[src/rtl/uart_pkg.sv]
// ----------------------------------------------------------------------------
// uart_pkg - shared encodings for the UART transmit queue (rev 1.0)
// ----------------------------------------------------------------------------
`default_nettype none

package uart_pkg;

  localparam int BYTE_W = 8;

  typedef enum logic [2:0] {
    ST_IDLE      = 3'd0,
    ST_START     = 3'd1,
    ST_WAIT_ACK  = 3'd2,
    ST_WAIT_DONE = 3'd3,
    ST_GAP       = 3'd4
  } tx_state_e;

endpackage

`default_nettype wire

[src/rtl/sync_fifo.sv]
// ----------------------------------------------------------------------------
// sync_fifo - single-clock FIFO with explicit level counter (rev 1.0)
// ----------------------------------------------------------------------------
`default_nettype none

module sync_fifo #(
  parameter  int WIDTH = 8,
  parameter  int DEPTH = 16,
  localparam int AW    = $clog2(DEPTH),
  localparam int LW    = AW + 1
) (
  input  logic             clk,
  input  logic             rst_i,
  input  logic             push_i,
  input  logic             pop_i,
  input  logic [WIDTH-1:0] din_i,
  output logic [WIDTH-1:0] dout_o,
  output logic [LW-1:0]    level_o,
  output logic             full_o,
  output logic             empty_o
);

  logic [WIDTH-1:0] mem_q [DEPTH];
  logic [AW-1:0]    wr_ptr_q;
  logic [AW-1:0]    rd_ptr_q;
  logic [LW-1:0]    level_q;
  logic [LW-1:0]    level_d;
  logic             do_push;
  logic             do_pop;

  assign empty_o = (level_q == '0);
  assign full_o  = (level_q == LW'(DEPTH));
  assign do_pop  = pop_i && !empty_o;
  // A pop in the same cycle frees the slot, so a push into a full FIFO is legal then.
  assign do_push = push_i && (!full_o || do_pop);

  always_comb begin
    level_d = level_q;
    case ({do_push, do_pop})
      2'b10:   level_d = level_q + 1'b1;
      2'b01:   level_d = level_q - 1'b1;
      default: level_d = level_q;
    endcase
  end

  always_ff @(posedge clk or posedge rst_i) begin
    if (rst_i) begin
      wr_ptr_q <= '0;
      rd_ptr_q <= '0;
      level_q  <= '0;
    end else begin
      if (do_push) wr_ptr_q <= wr_ptr_q + 1'b1;
      if (do_pop)  rd_ptr_q <= rd_ptr_q + 1'b1;
      level_q <= level_d;
    end
  end

  always_ff @(posedge clk) begin
    if (do_push) mem_q[wr_ptr_q] <= din_i;
  end

  assign dout_o  = mem_q[rd_ptr_q];
  assign level_o = level_q;

endmodule

`default_nettype wire

[src/rtl/uart_tx_queue.sv]
// ----------------------------------------------------------------------------
// uart_tx_queue - buffers CPU bytes and paces them into a UART transmitter (rev 1.0)
// ----------------------------------------------------------------------------
`default_nettype none

module uart_tx_queue
  import uart_pkg::*;
#(
  parameter  int DEPTH      = 16,
  parameter  int GAP_CYCLES = 2,
  localparam int LW         = $clog2(DEPTH) + 1
) (
  input  logic              clk,
  input  logic              reset,
  input  logic [BYTE_W-1:0] in_data,
  input  logic              in_valid,
  output logic              in_full,
  output logic [LW-1:0]     level,
  output logic              overflow,
  input  logic              overflow_clr,
  output logic [BYTE_W-1:0] tx_byte,
  output logic              tx_start,
  input  logic              tx_busy
);

  localparam int GW = (GAP_CYCLES > 1) ? $clog2(GAP_CYCLES) : 1;
  localparam logic [GW-1:0] GAP_LOAD = GW'((GAP_CYCLES > 0) ? GAP_CYCLES - 1 : 0);

  tx_state_e         state_q;
  logic [GW-1:0]     gap_q;
  logic [BYTE_W-1:0] tx_byte_q;
  logic              tx_start_q;
  logic              overflow_q;
  logic              overflow_d;

  logic [BYTE_W-1:0] fifo_dout;
  logic [LW-1:0]     fifo_level;
  logic              fifo_full;
  logic              fifo_empty;
  logic              pop;
  logic              dropped;

  assign pop     = (state_q == ST_IDLE) && !fifo_empty;
  assign dropped = in_valid && fifo_full && !pop;

  sync_fifo #(
    .WIDTH (BYTE_W),
    .DEPTH (DEPTH)
  ) u_fifo (
    .clk     (clk),
    .rst_i   (reset),
    .push_i  (in_valid),
    .pop_i   (pop),
    .din_i   (in_data),
    .dout_o  (fifo_dout),
    .level_o (fifo_level),
    .full_o  (fifo_full),
    .empty_o (fifo_empty)
  );

  // A new drop takes priority over a clear arriving in the same cycle.
  always_comb begin
    overflow_d = overflow_q;
    if (dropped)           overflow_d = 1'b1;
    else if (overflow_clr) overflow_d = 1'b0;
  end

  always_ff @(posedge clk or posedge reset) begin
    if (reset) overflow_q <= 1'b0;
    else       overflow_q <= overflow_d;
  end

  always_ff @(posedge clk or posedge reset) begin
    if (reset) begin
      state_q    <= ST_IDLE;
      gap_q      <= '0;
      tx_byte_q  <= '0;
      tx_start_q <= 1'b0;
    end else begin
      tx_start_q <= 1'b0;
      case (state_q)
        ST_IDLE: begin
          if (!fifo_empty) begin
            tx_byte_q  <= fifo_dout;
            tx_start_q <= 1'b1;
            state_q    <= ST_START;
          end
        end
        ST_START: state_q <= ST_WAIT_ACK;
        ST_WAIT_ACK: begin
          if (tx_busy) state_q <= ST_WAIT_DONE;
        end
        ST_WAIT_DONE: begin
          if (!tx_busy) begin
            if (GAP_CYCLES == 0) begin
              state_q <= ST_IDLE;
            end else begin
              gap_q   <= GAP_LOAD;
              state_q <= ST_GAP;
            end
          end
        end
        ST_GAP: begin
          if (gap_q == '0) state_q <= ST_IDLE;
          else             gap_q   <= gap_q - 1'b1;
        end
        default: state_q <= ST_IDLE;
      endcase
    end
  end

  assign in_full  = fifo_full;
  assign level    = fifo_level;
  assign overflow = overflow_q;
  assign tx_byte  = tx_byte_q;
  assign tx_start = tx_start_q;

endmodule

`default_nettype wire
[config.mk]
export PLATFORM = sky130hd
export DESIGN_NAME = uart_tx_queue
export DESIGN_NICKNAME = d
export VERILOG_FILES = /design/src/rtl/uart_pkg.sv /design/src/rtl/sync_fifo.sv /design/src/rtl/uart_tx_queue.sv
export SDC_FILE = /design/constraint.sdc
export NUM_CORES = 1
export LEC_CHECK = 0
export ABC_AREA = 1
export CAP_MARGIN = 20
export CORE_AREA = 8 8 124 126
export DETAILED_ROUTE_END_ITERATION = 6
export DIE_AREA = 0 0 132 134
export DONT_BUFFER_PORTS = 1
export REMOVE_ABC_BUFFERS = 1
export SYNTH_ARGS = -nofsm -noshare
export SYNTH_HDL_FRONTEND = slang
export SYNTH_SLANG_ARGS = --single-unit
[constraint.sdc]
create_clock -name clk -period 2.9 [get_ports clk]
set_input_delay 0.58 -clock clk [delete_from_list [all_inputs] [get_ports clk]]
set_output_delay 0.58 -clock clk [all_outputs]
set_load 0.05 [all_outputs]
# == After elaboration in Yosys (flattened, before gate mapping) ==
# Memory sizes are Yosys's and may differ from the RTL's. A register that Yosys moved wholly into a read port is not among the register bits.
# Cells that the tools add are included.
# word_totals
register_bits,19
mem_bits_rw,128
in_bits,13
output_inout_bits,16
wordCells,57
memories,1
# op_classes
n_addsub,5
eq_ne,11
muxes,15
bitwise,1
n_reduce_logical,17
# memory_table
name,words,word_bits,rd,rd_ports_with_merged_regs,write_ports,line_no,text
u_fifo.mem_q,16,8,1,1,1,sync_fifo.sv:23,logic [WIDTH-1:0] mem_q [DEPTH];
# ops
operator,count
case mux 3 bit (5 select lines),1
two-way mux 3 bit,4
case mux 5 bit (2 select lines),1
"adder 4 x 1 -> 4 bit, second input constant",2
two-way mux 1 bit,8
"!= test 2 bit, second input constant",4
"== test 3 x 2 -> 1 bit, second input constant",2
nonzero test 2 bit,3
"adder 5 x 1 -> 5 bit, second input constant",1
"== test 5 bit, second input constant",1
logical AND 1 bit,5
zero test 5 bit,1
"subtractor 5 x 1 -> 5 bit, second input constant",1
AND reduction 2 bit,2
AND reduction 4 bit,1
"== test 3 x 1 -> 1 bit, second input constant",1
"== test 3 bit, second input constant",1
zero test 1 bit,3
zero test 3 bit,1
"== test 2 x 1 -> 1 bit, second input constant",1
"== test 2 bit, second input constant",1
case mux 1 bit (2 select lines),1
logical OR 1 bit,1
inverter 1 bit,1
"subtractor 1 bit, second input constant",1

# == Longest topological paths before layout ==
# Gate-level depths: netlist of the first run.
# logic_depth
depth_word,8
ltp_mapped,16
ltp_nobuf,16

# == By module ==
# A second synthesis of the first run with hierarchy kept.
# hier_totals
hier_cells,549
hier_area_um2,6586.3
# modules_own_cells
module,n_inst,cells_each,area_per_inst_um2,seq_area_each_um2
sync_fifo,1,479,5982.0,4169.0
uart_tx_queue,1,70,604.3,350.3

# == Least setup slack after synthesis of the first run ==
# No wires, ideal clock.
# synth_timing
path_type,reg-to-reg
start,"reg u_fifo.level_q[0], in the netlist u_fifo.level_o[0]"
end,mem u_fifo.mem_q[4][0] (enable)
setup_ns,0.273
t_arrival_ns,1.911
t_required_ns,2.627
slack_ns,0.716
stages_incl_launch_ff,9
period_less_slack_ns,2.184
cell_sequence,dfrtp_1 > nor2_4 > nand2_1 > nor2_2 > nand2_1 > nand2_2 > inv_4 > nand2_1 > nor2_1
# synth_rtl
item,line_no,text
"start, declared",sync_fifo.sv:26,logic [LW-1:0] level_q;
"start signal, assigned",sync_fifo.sv:54,level_q <= level_d;
== test 5 bit,sync_fifo.sv:32,assign full_o = (level_q == LW'(DEPTH));
named net in_full,uart_tx_queue.sv:17,"output logic in_full,"
zero test 1 bit,sync_fifo.sv:35,assign do_push = push_i && (!full_o || do_pop);
logical OR 1 bit,sync_fifo.sv:35,
logical AND 1 bit,sync_fifo.sv:35,
two-way mux 1 bit,sync_fifo.sv:59,if (do_push) mem_q[wr_ptr_q] <= din_i;
two-way mux 1 bit (not written as such),sync_fifo.sv:59,
"end, declared",sync_fifo.sv:23,
# The timed path passes the listed nets, and every way through them passes these cells.

# == Worst setup path in the final report of the first run ==
# layout_timing
start,"reg u_fifo.level_q[1], in the netlist u_fifo.level_o[1]"
end,mem u_fifo.mem_q[4][5] (enable)
# layout_via
elab_chain_cells,8
# layout_lines
item,line_no,text
zero test 5 bit,sync_fifo.sv:31,assign empty_o = (level_q == '0);
zero test 1 bit,"sync_fifo.sv:33, uart_tx_queue.sv:43",
logical AND 1 bit,uart_tx_queue.sv:43,assign pop = (state_q == ST_IDLE) && !fifo_empty;
logical AND 1 bit,sync_fifo.sv:33,assign do_pop = pop_i && !empty_o;
logical OR 1 bit (*),sync_fifo.sv:35,
logical AND 1 bit (*),sync_fifo.sv:35,
two-way mux 1 bit (*),sync_fifo.sv:59,
two-way mux 1 bit (not written as such) (*),sync_fifo.sv:59,
# Every way passes the cells marked *; elsewhere a longest branch is shown, timed or not.

==> metrics, run 1 <==
outcome=finished, final reports clean; detailed placer's ending HPWL=8900 µm; largest family of logic cells by synthesized area=simple AND/OR/NAND/NOR gates; compound-cell area share of the yosys netlist=0.113; Die H=134 µm; Adder-Cell Fraction of Synth Area=0.0134; Sink Count=155; Slew HR=0.557; r2r worst-path depth=9; # diodes=0; Tcrit/Tclk final=0.819; Synth Area in XOR/XNOR=0.0108; critical path startpoint=u_fifo.level_o[1]; vias=4,128; EDFF count, synth=128; Post-Synth Simple-Gate Area=0.125; Yosys warnings=0; RR Startpoint=u_fifo.level_o[1]; Post-CTS Setup Bufs=0; clock buffer depth=2; post-synth cell types=33; IO buf count=0; top post-synthesis cells by area=edfxtp_1 (59%), dfrtp_1 (10%), nor2_1 (6.3%); gpl congestion=0.825; Crit path arrival time=2.44 ns; fin nets=568; Yosys top cell by area=edfxtp_1; Layout Cells excl Fill=741; Post-Syn Instances=533; antenna violations before repair=0; final hold viol count=0; GR Overflow Total=0; Post-synth top cells=edfxtp_1 (128), nor2_1 (109), o21ai_0 (48); # H-tree levels=4; die width=132 µm; RSZ-0062 raised after global routing=no; flop2flop setup slack=0.52 ns; Max Fclk=421 MHz; initial core utilization=0.482; Critical R2R Capture=u_fifo.mem_q[4][5]; mean area per synthesized cell=12.2 µm²; slew at the pin with the worst max-slew slack=0.665 ns; layout cells sized above 1=0.139; Slew Viols, Final=0; post-synth top area share=0.590; IO Count=29; post-synthesis mux area share=0; die area=17,700 µm²; gr usage total=0.166; CTS tree=done; Power Density=1100 nW/µm²; Wirelength per Cell=19.0 µm; Row Count=43; placed insts=708; Worst-path clk slew=0.06 ns; worst setup path category=flop to flop; core footprint=13,500 µm²; pre-CTS setup slack=0.496 ns; required time worst endpoint=2.96 ns; global-route wire length before repair=22,000 µm; DRC Markers=0; worst hold slack=0.0126 ns; Final ANT Viol Nets=0; Most used DFF post-synth=edfxtp_1; area delta synth->final=13.2%; clk_lat worst skew=0.43 ns; Routed WL=14,100 µm; largest net degree at the start of global routing=67; CTS Root Cell=clkbuf_16; # setup viols final=0; post-DR vias/cell=5.57; peak supply drop=0.658 mV; CTS Buf Count=17; critical path endpoint category=flop; CP Launch Type=flop; most common cell in the netlist=edfxtp_1; end of the critical path=u_fifo.mem_q[4][5]; min-delay worst type=input pin to asynchronous set/reset pin; final setup TNS=0 ns; vias in the first global route=3,994; DR pass1 iterations=5; sequential-to-total area share from yosys stat=0.694; setup ws final=0.524 ns; flops & latches, synth=155; Post-CTS Hold Buffers=0; post-cts resize count=0; fin crit period=2.38 ns; LEAKAGE=0.00266 µW; max capacitance violation total=0; Max Clock Skew=0.00917 ns; asr flop ratio synth=0.174; Synth Cell Area=6510 µm²; Starting DRT DRC Count=371; Critical Path Fanout Max=8
[state kept, by name, summed over array words and instances, names as in the netlist]
signal and cells:
u_fifo.level_o 5, gap_q 1, u_fifo.rd_ptr_q 4, state_q 3, tx_start 1, u_fifo.mem_q 128, overflow 1, u_fifo.wr_ptr_q 4
tx_byte 8
[logic make-up after synthesis]
kind of cell / Yosys count
compound gates: 123
xor+xnor: 8
flops: 155
fa+ha+maj: 7
buf+inv: 60
simple gates: 180
[metrics by stage]
stage           util  power, µW  cell area [µm²]
2_1_floorplan      -       5080             6350
3_3_place_gp   0.499       5840             6740
3_5_place_dp   0.499       5900             6740
4_1_cts        0.544       8120             7350
5_1_grt        0.546       8570             7380
6_report       0.546       8090             7380
[cell usage in the layout (no fill, tap or decap), types with 2 or more instances in the layout]
cell	instances
clkinv_1	2
o21ai_1	25
nor2_4	2
nand2_1	35
inv_1	23
edfxtp_1	128
inv_4	4
nor2_1	109
nand3_1	17
buf_4	21
o21ai_0	48
inv_2	8
xor2_1	8
a31oi_1	8
clkbuf_8	2
nand4_2	2
nand2_4	2
nand3_4	2
ha_1	7
o211ai_1	24
nand4_1	4
nand2_2	4
o221ai_1	7
clkinv_2	4
clkbuf_16	20
o22ai_1	9
dfrtp_1	26
[layer usage]
layer  share of wire  wire length [µm]  GRT usage
met5               0                 0          0
met4           0.019               268     0.0798
met3           0.054               763     0.0456
met2            0.49              6870      0.270
met1            0.44              6160      0.201
[critical path, cell delays in order (launching register included)]
cell	delay, ns
dfrtp_1	0.65
buf_4	0.24
nor2_4	0.05
nand2_1	0.10
nor2_2	0.04
nand2_1	0.09
nand2_2	0.08
inv_4	0.09
nand2_1	0.13
nor2_1	0.53
[where the power goes]
part	internal [µW]	leakage (µW)	switching, µW
sequential	2780	0.00147	521
combinational	818	0.000872	1750
clock	1380	0.000309	838
[worst min path at each step]
stage          cells after the start                  to        from  slack, ns
2_1_floorplan                      2               gap_q       gap_q       0.44
3_3_place_gp                       2               gap_q       gap_q       0.45
3_5_place_dp                       2               gap_q       gap_q       0.47
4_1_cts                            0  u_fifo.mem_q[8][0]  in_data[0]       0.23
5_1_grt                            1   u_fifo.level_o[4]       reset       0.02
6_report                           1            overflow       reset       0.01
[cell type report]
class	count	area, µm²
Clock buffer	23	532
Clock inverter	9	77.6
Fill cell	1143	6130
Inverter	34	130
Multi-Input combinational cell	318	1710
Sequential cell	155	4520
Tap cell	180	225
Timing Repair Buffer	22	185
Power figures use the tool's default switching activity.
==> run 2, diff against run 1 <==
Clock period 2.9 ns to 2.2 ns, I/O delays scaled along.
==> run 2 against run 1 <==
Register-to-register slack worse by 0.19 ns. Wire length decreased by 1.8%. Clock power increased by 20%. Setup slack got worse by 0.19 ns. Sequential power grew 29%. Die area did not move. Design area up 0.12%. Critical endpoint is now u_fifo.level_o[4].
==> metrics, run 2 (synthesis gave the netlist of run 1 again) <==
area delta synth->final=13.3%; Slew Viols, Final=0; Max Clock Skew=0.0135 ns; commonest non-fill, non-tap cells in the layout=edfxtp_1 (128), nor2_1 (109), o21ai_0 (48), nand2_1 (35), dfrtp_1 (26); Max Fclk=535 MHz; CP Launch Type=flop; Starting DRT DRC Count=480; die area=17,700 µm²; r2r worst-path depth=15; # H-tree levels=4; layout cells sized above 1=0.143; # diodes=0; slew at the pin with the worst max-slew slack=0.519 ns; max capacitance violation total=0; largest net degree at the start of global routing=58; clock buffer depth=2; final hold viol count=0; fin crit period=1.87 ns; core footprint=13,500 µm²; worst hold slack=0.108 ns; Tcrit/Tclk final=0.849; CTS Root Cell=clkbuf_16; Final ANT Viol Nets=0; DR pass1 iterations=5; post-DR vias/cell=5.52; Post-CTS Hold Buffers=1; Critical Path Fanout Max=5; Die H=134 µm; critical path endpoint category=flop; GR Overflow Total=0; Row Count=43; fin nets=575; RSZ-0062 raised after global routing=no; DRC Markers=0; final instance area=7380 µm²; Hold Crit Depth=0; min-delay worst type=input pin to flop; IO buf count=0; setup ws final=0.332 ns; peak supply drop=0.798 mV; gpl congestion=0.758; commonest non-fill, non-tap cell in the layout=edfxtp_1; vias=4,129; CTS Buf Count=17; worst setup path category=flop to flop; post-cts resize count=0; detailed placer's ending HPWL=8790 µm; Post-CTS Setup Bufs=0; Wirelength per Cell=18.5 µm; vias in the first global route=4,054; Slew HR=0.654; antenna violations before repair=0; pre-CTS setup slack=0.377 ns; initial core utilization=0.482; Sink Count=155; Worst-path clk slew=0.06 ns; Routed WL=13,800 µm; gr usage total=0.165; max reg flops=128; clk_lat worst skew=0.43 ns; required time worst endpoint=2.51 ns; Crit path arrival time=2.18 ns; CTS tree=done; Power Density=1430 nW/µm²; outcome=finished, final reports clean; # setup viols final=0; LEAKAGE=0.00266 µW; die width=132 µm; Top reg by flops=u_fifo.mem_q; area post-placement=6830 µm²; IO Count=29; global-route wire length before repair=22,200 µm
## run 2: cell types whose count changed in the layout (fill, tap and decap cells not counted), moves of 2 or more
| cell | before | now |
|---|---|---|
| clkinv_2 | 4 | 6 |
| clkbuf_16 | 20 | 18 |
| inv_4 | 4 | 1 |
| buf_12 | 0 | 3 |
| buf_4 | 21 | 25 |
| clkbuf_1 | 1 | 4 |
## run 2: critical path: stages, from the launching register on
cell	delay (ns)
dfrtp_1	0.41
inv_2	0.11
nand2_4	0.08
nor2_8	0.14
nand4_2	0.16
nand2_1	0.11
inv_2	0.04
ha_1	0.17
inv_1	0.07
nand2_1	0.07
nand3_1	0.11
nand2_1	0.07
nand3_1	0.06
nand2_1	0.06
nand2_1	0.05
nand2_1	0.05
## run 2: power by group
part           total (µW)  switching, µW  internal [µW]
logic                3610           2450           1170
clock network        2650           1070           1590
registers            4260            590           3670
total               10500           4110           6420
## run 2: cell type report
cell class / count / area [µm²]
Tap cell: 180 / 225
Multi-Input combinational cell: 318 / 1710
Timing Repair Buffer: 29 / 258
Sequential cell: 155 / 4520
Clock inverter: 7 / 38.8
Fill cell: 1132 / 6120
Inverter: 34 / 130
Clock buffer: 25 / 507
## run 2: path summary, 6_finish.rpt
check	startpoint	to	slack (ns)
setup / recovery	state_q[2]	u_fifo.level_o[4]	0.33
hold / removal	in_data[1]	u_fifo.mem_q[11][1]	0.11
setup reg to reg	state_q[2]	u_fifo.level_o[4]	0.33
hold reg to reg	gap_q	gap_q	0.47
max in group asynchronous	reset	u_fifo.rd_ptr_q[0]	1.37
min in group asynchronous	reset	state_q[1]	0.53
## run 2: metrics by stage
stage | TNS, ns | power, µW | utilization | instances
2_1_floorplan | -2.56 | 6700 | - | 507
3_3_place_gp | 0 | 7840 | 0.506 | 715
3_5_place_dp | 0 | 7930 | 0.506 | 715
4_1_cts | 0 | 10600 | 0.547 | 748
5_1_grt | 0 | 11200 | 0.547 | 748
6_report | 0 | 10500 | 0.547 | 748
## run 2: layer usage
metal,share of wire,global-route usage
met4,0.028,0.0849
met5,0,0
met3,0.088,0.0539
met1,0.43,0.210
met2,0.46,0.246
==> run 3, diff against run 2 <==
Clock period 2.2 ns to 1.8 ns, I/O delays scaled along.
==> run 3 against run 2 <==
First-iteration DRC count decreased by 4.8%. Clock skew decreased by 0.0062 ns. Via count increased by 1.2%. Largest power group unchanged. Combinational power increased by 37%.
==> metrics, run 3 (synthesis gave the netlist of run 1 again) <==
outcome=finished, final reports clean; area delta synth->final=18.6%; crit-path most repeated cell=nand2_1; RR Startpoint=u_fifo.level_o[3]; Wirelength per Cell=18.7 µm; commonest non-fill, non-tap cells in the layout=edfxtp_1 (128), nor2_1 (100), o21ai_0 (48), buf_4 (33), nand2_1 (28); final hold viol count=0; CP peak stage delay=0.41 ns; antenna violations before repair=0; critical path endpoint category=flop; fin nets=591; critical path startpoint=u_fifo.level_o[3]; kind of cell adding the most delay to the critical path=simple AND/OR/NAND/NOR gates; vias=4,180; min-delay worst type=input pin to flop; Power Density=1780 nW/µm²; Worst-path clk slew=0.06 ns; Hold Crit Depth=0; die width=132 µm; initial core utilization=0.482; CP Launch Type=flop; IO buf count=0; Hold Startpoint=in_data[3]; GR Overflow Total=0; Final ANT Viol Nets=0; die area=17,700 µm²; # diodes=0; CTS Buf Count=17; fin crit period=1.74 ns; DR pass1 iterations=5; Slew Viols, Final=0; Slew HR=0.661; Routed WL=14,300 µm; DRC Markers=0; RSZ-0062 raised after global routing=yes; critical path cell sequence=nor2_4 -> nand3_4 -> nand3_4 -> inv_2 -> ha_1 -> inv_2 -> nor2_1 -> nor2_1 -> nand3_1 -> nand2_1 -> nand2_1 -> nand2_1; core footprint=13,500 µm²; clk_lat worst skew=0.42 ns; filler instances=1,094; final setup TNS=0 ns; Bufs and invs on worst path=2; # setup viols final=0; Starting DRT DRC Count=457; max capacitance violation total=0; vias in the first global route=4,045; required time worst endpoint=2.11 ns; Die H=134 µm; Row Count=43; Sink Count=155; clock buffer depth=2; largest net degree at the start of global routing=47; r2r worst-path depth=12; CTS Root Cell=clkbuf_16; max reg flops=128; gr usage total=0.166; Core Util, Final=0.572; gpl congestion=0.780; peak supply drop=0.909 mV; Max Fclk=575 MHz; Top reg by flops=u_fifo.mem_q; Tcrit/Tclk final=0.967; commonest non-fill, non-tap cell in the layout=edfxtp_1; total power=13,700 µW; Max Clock Skew=0.00726 ns; Crit path arrival time=2.05 ns; CTS tree=done; Crit. path cell count=12; IO Count=29; detailed placer's ending HPWL=9060 µm; LEAKAGE=0.00279 µW; Critical Path Fanout Max=5; Slowest cell on crit path=dfrtp_1; slew at the pin with the worst max-slew slack=0.509 ns; worst setup path category=flop to flop; layout cells sized above 1=0.200; # H-tree levels=4; global-route wire length before repair=22,300 µm; post-DR vias/cell=5.47
[run 3: what timing repair did]
| item | CTS | global route |
|---|---|---|
| hold buffers | 1 | 0 |
| buffers inserted | 0 | 10 |
| setup endpoints to repair | 0 | 132 |
| endpoints found under the hold margin | 27 | 0 |
| gates resized for setup | 0 | 38 |
[run 3: metrics by stage]
| step | area (µm²) | hold WS, ns | worst slack (ns) | std cells |
|---|---|---|---|---|
| 6_report | 7720 | 0.0369 | 0.0601 | 764 |
| 3_5_place_dp | 6890 | 0.349 | 0.0253 | 721 |
| 3_3_place_gp | 6890 | 0.339 | 0.0710 | 721 |
| 5_1_grt | 7720 | 0.0184 | -0.0772 | 764 |
| 2_1_floorplan | 6350 | 0.413 | -0.739 | 507 |
| 4_1_cts | 7510 | 0.0210 | 0.0125 | 754 |
[run 3: worst paths after layout]
path,end,slack (ns)
max,u_fifo.level_o[4],0.06
min,u_fifo.mem_q[0][3],0.04
max reg2reg,u_fifo.level_o[4],0.06
min reg2reg,gap_q,0.48
max in group asynchronous,u_fifo.rd_ptr_q[0],1.03
min in group asynchronous,gap_q,0.46
[run 3: routing by layer]
| metal | vias to the layer above | global-route usage | routed length (µm) |
|---|---|---|---|
| li1 | 1986 | - | - |
| met1 | 2055 | 0.211 | 6270 |
| met2 | 117 | 0.255 | 6780 |
| met3 | 22 | 0.0449 | 874 |
| met4 | 0 | 0.0862 | 399 |
| met5 | - | 0 | 0 |
[run 3: final cells by class]
| class | instances | area (µm²) | share of cell area |
|---|---|---|---|
| clock inverter | 6 | 80.1 | 0.0104 |
| multi-input combinational | 318 | 1820 | 0.235 |
| timing repair buffer | 45 | 417 | 0.0539 |
| clock buffer | 26 | 533 | 0.0690 |
| inverter | 34 | 133 | 0.0172 |
| sequential | 155 | 4520 | 0.585 |
| tap | 180 | 225 | 0.0292 |
[run 3: power by group]
group	internal (µW)	switching (µW)	leakage (µW)
clock	2320	1290	0.000303
combinational	1710	3240	0.00102
sequential	4480	676	0.00147
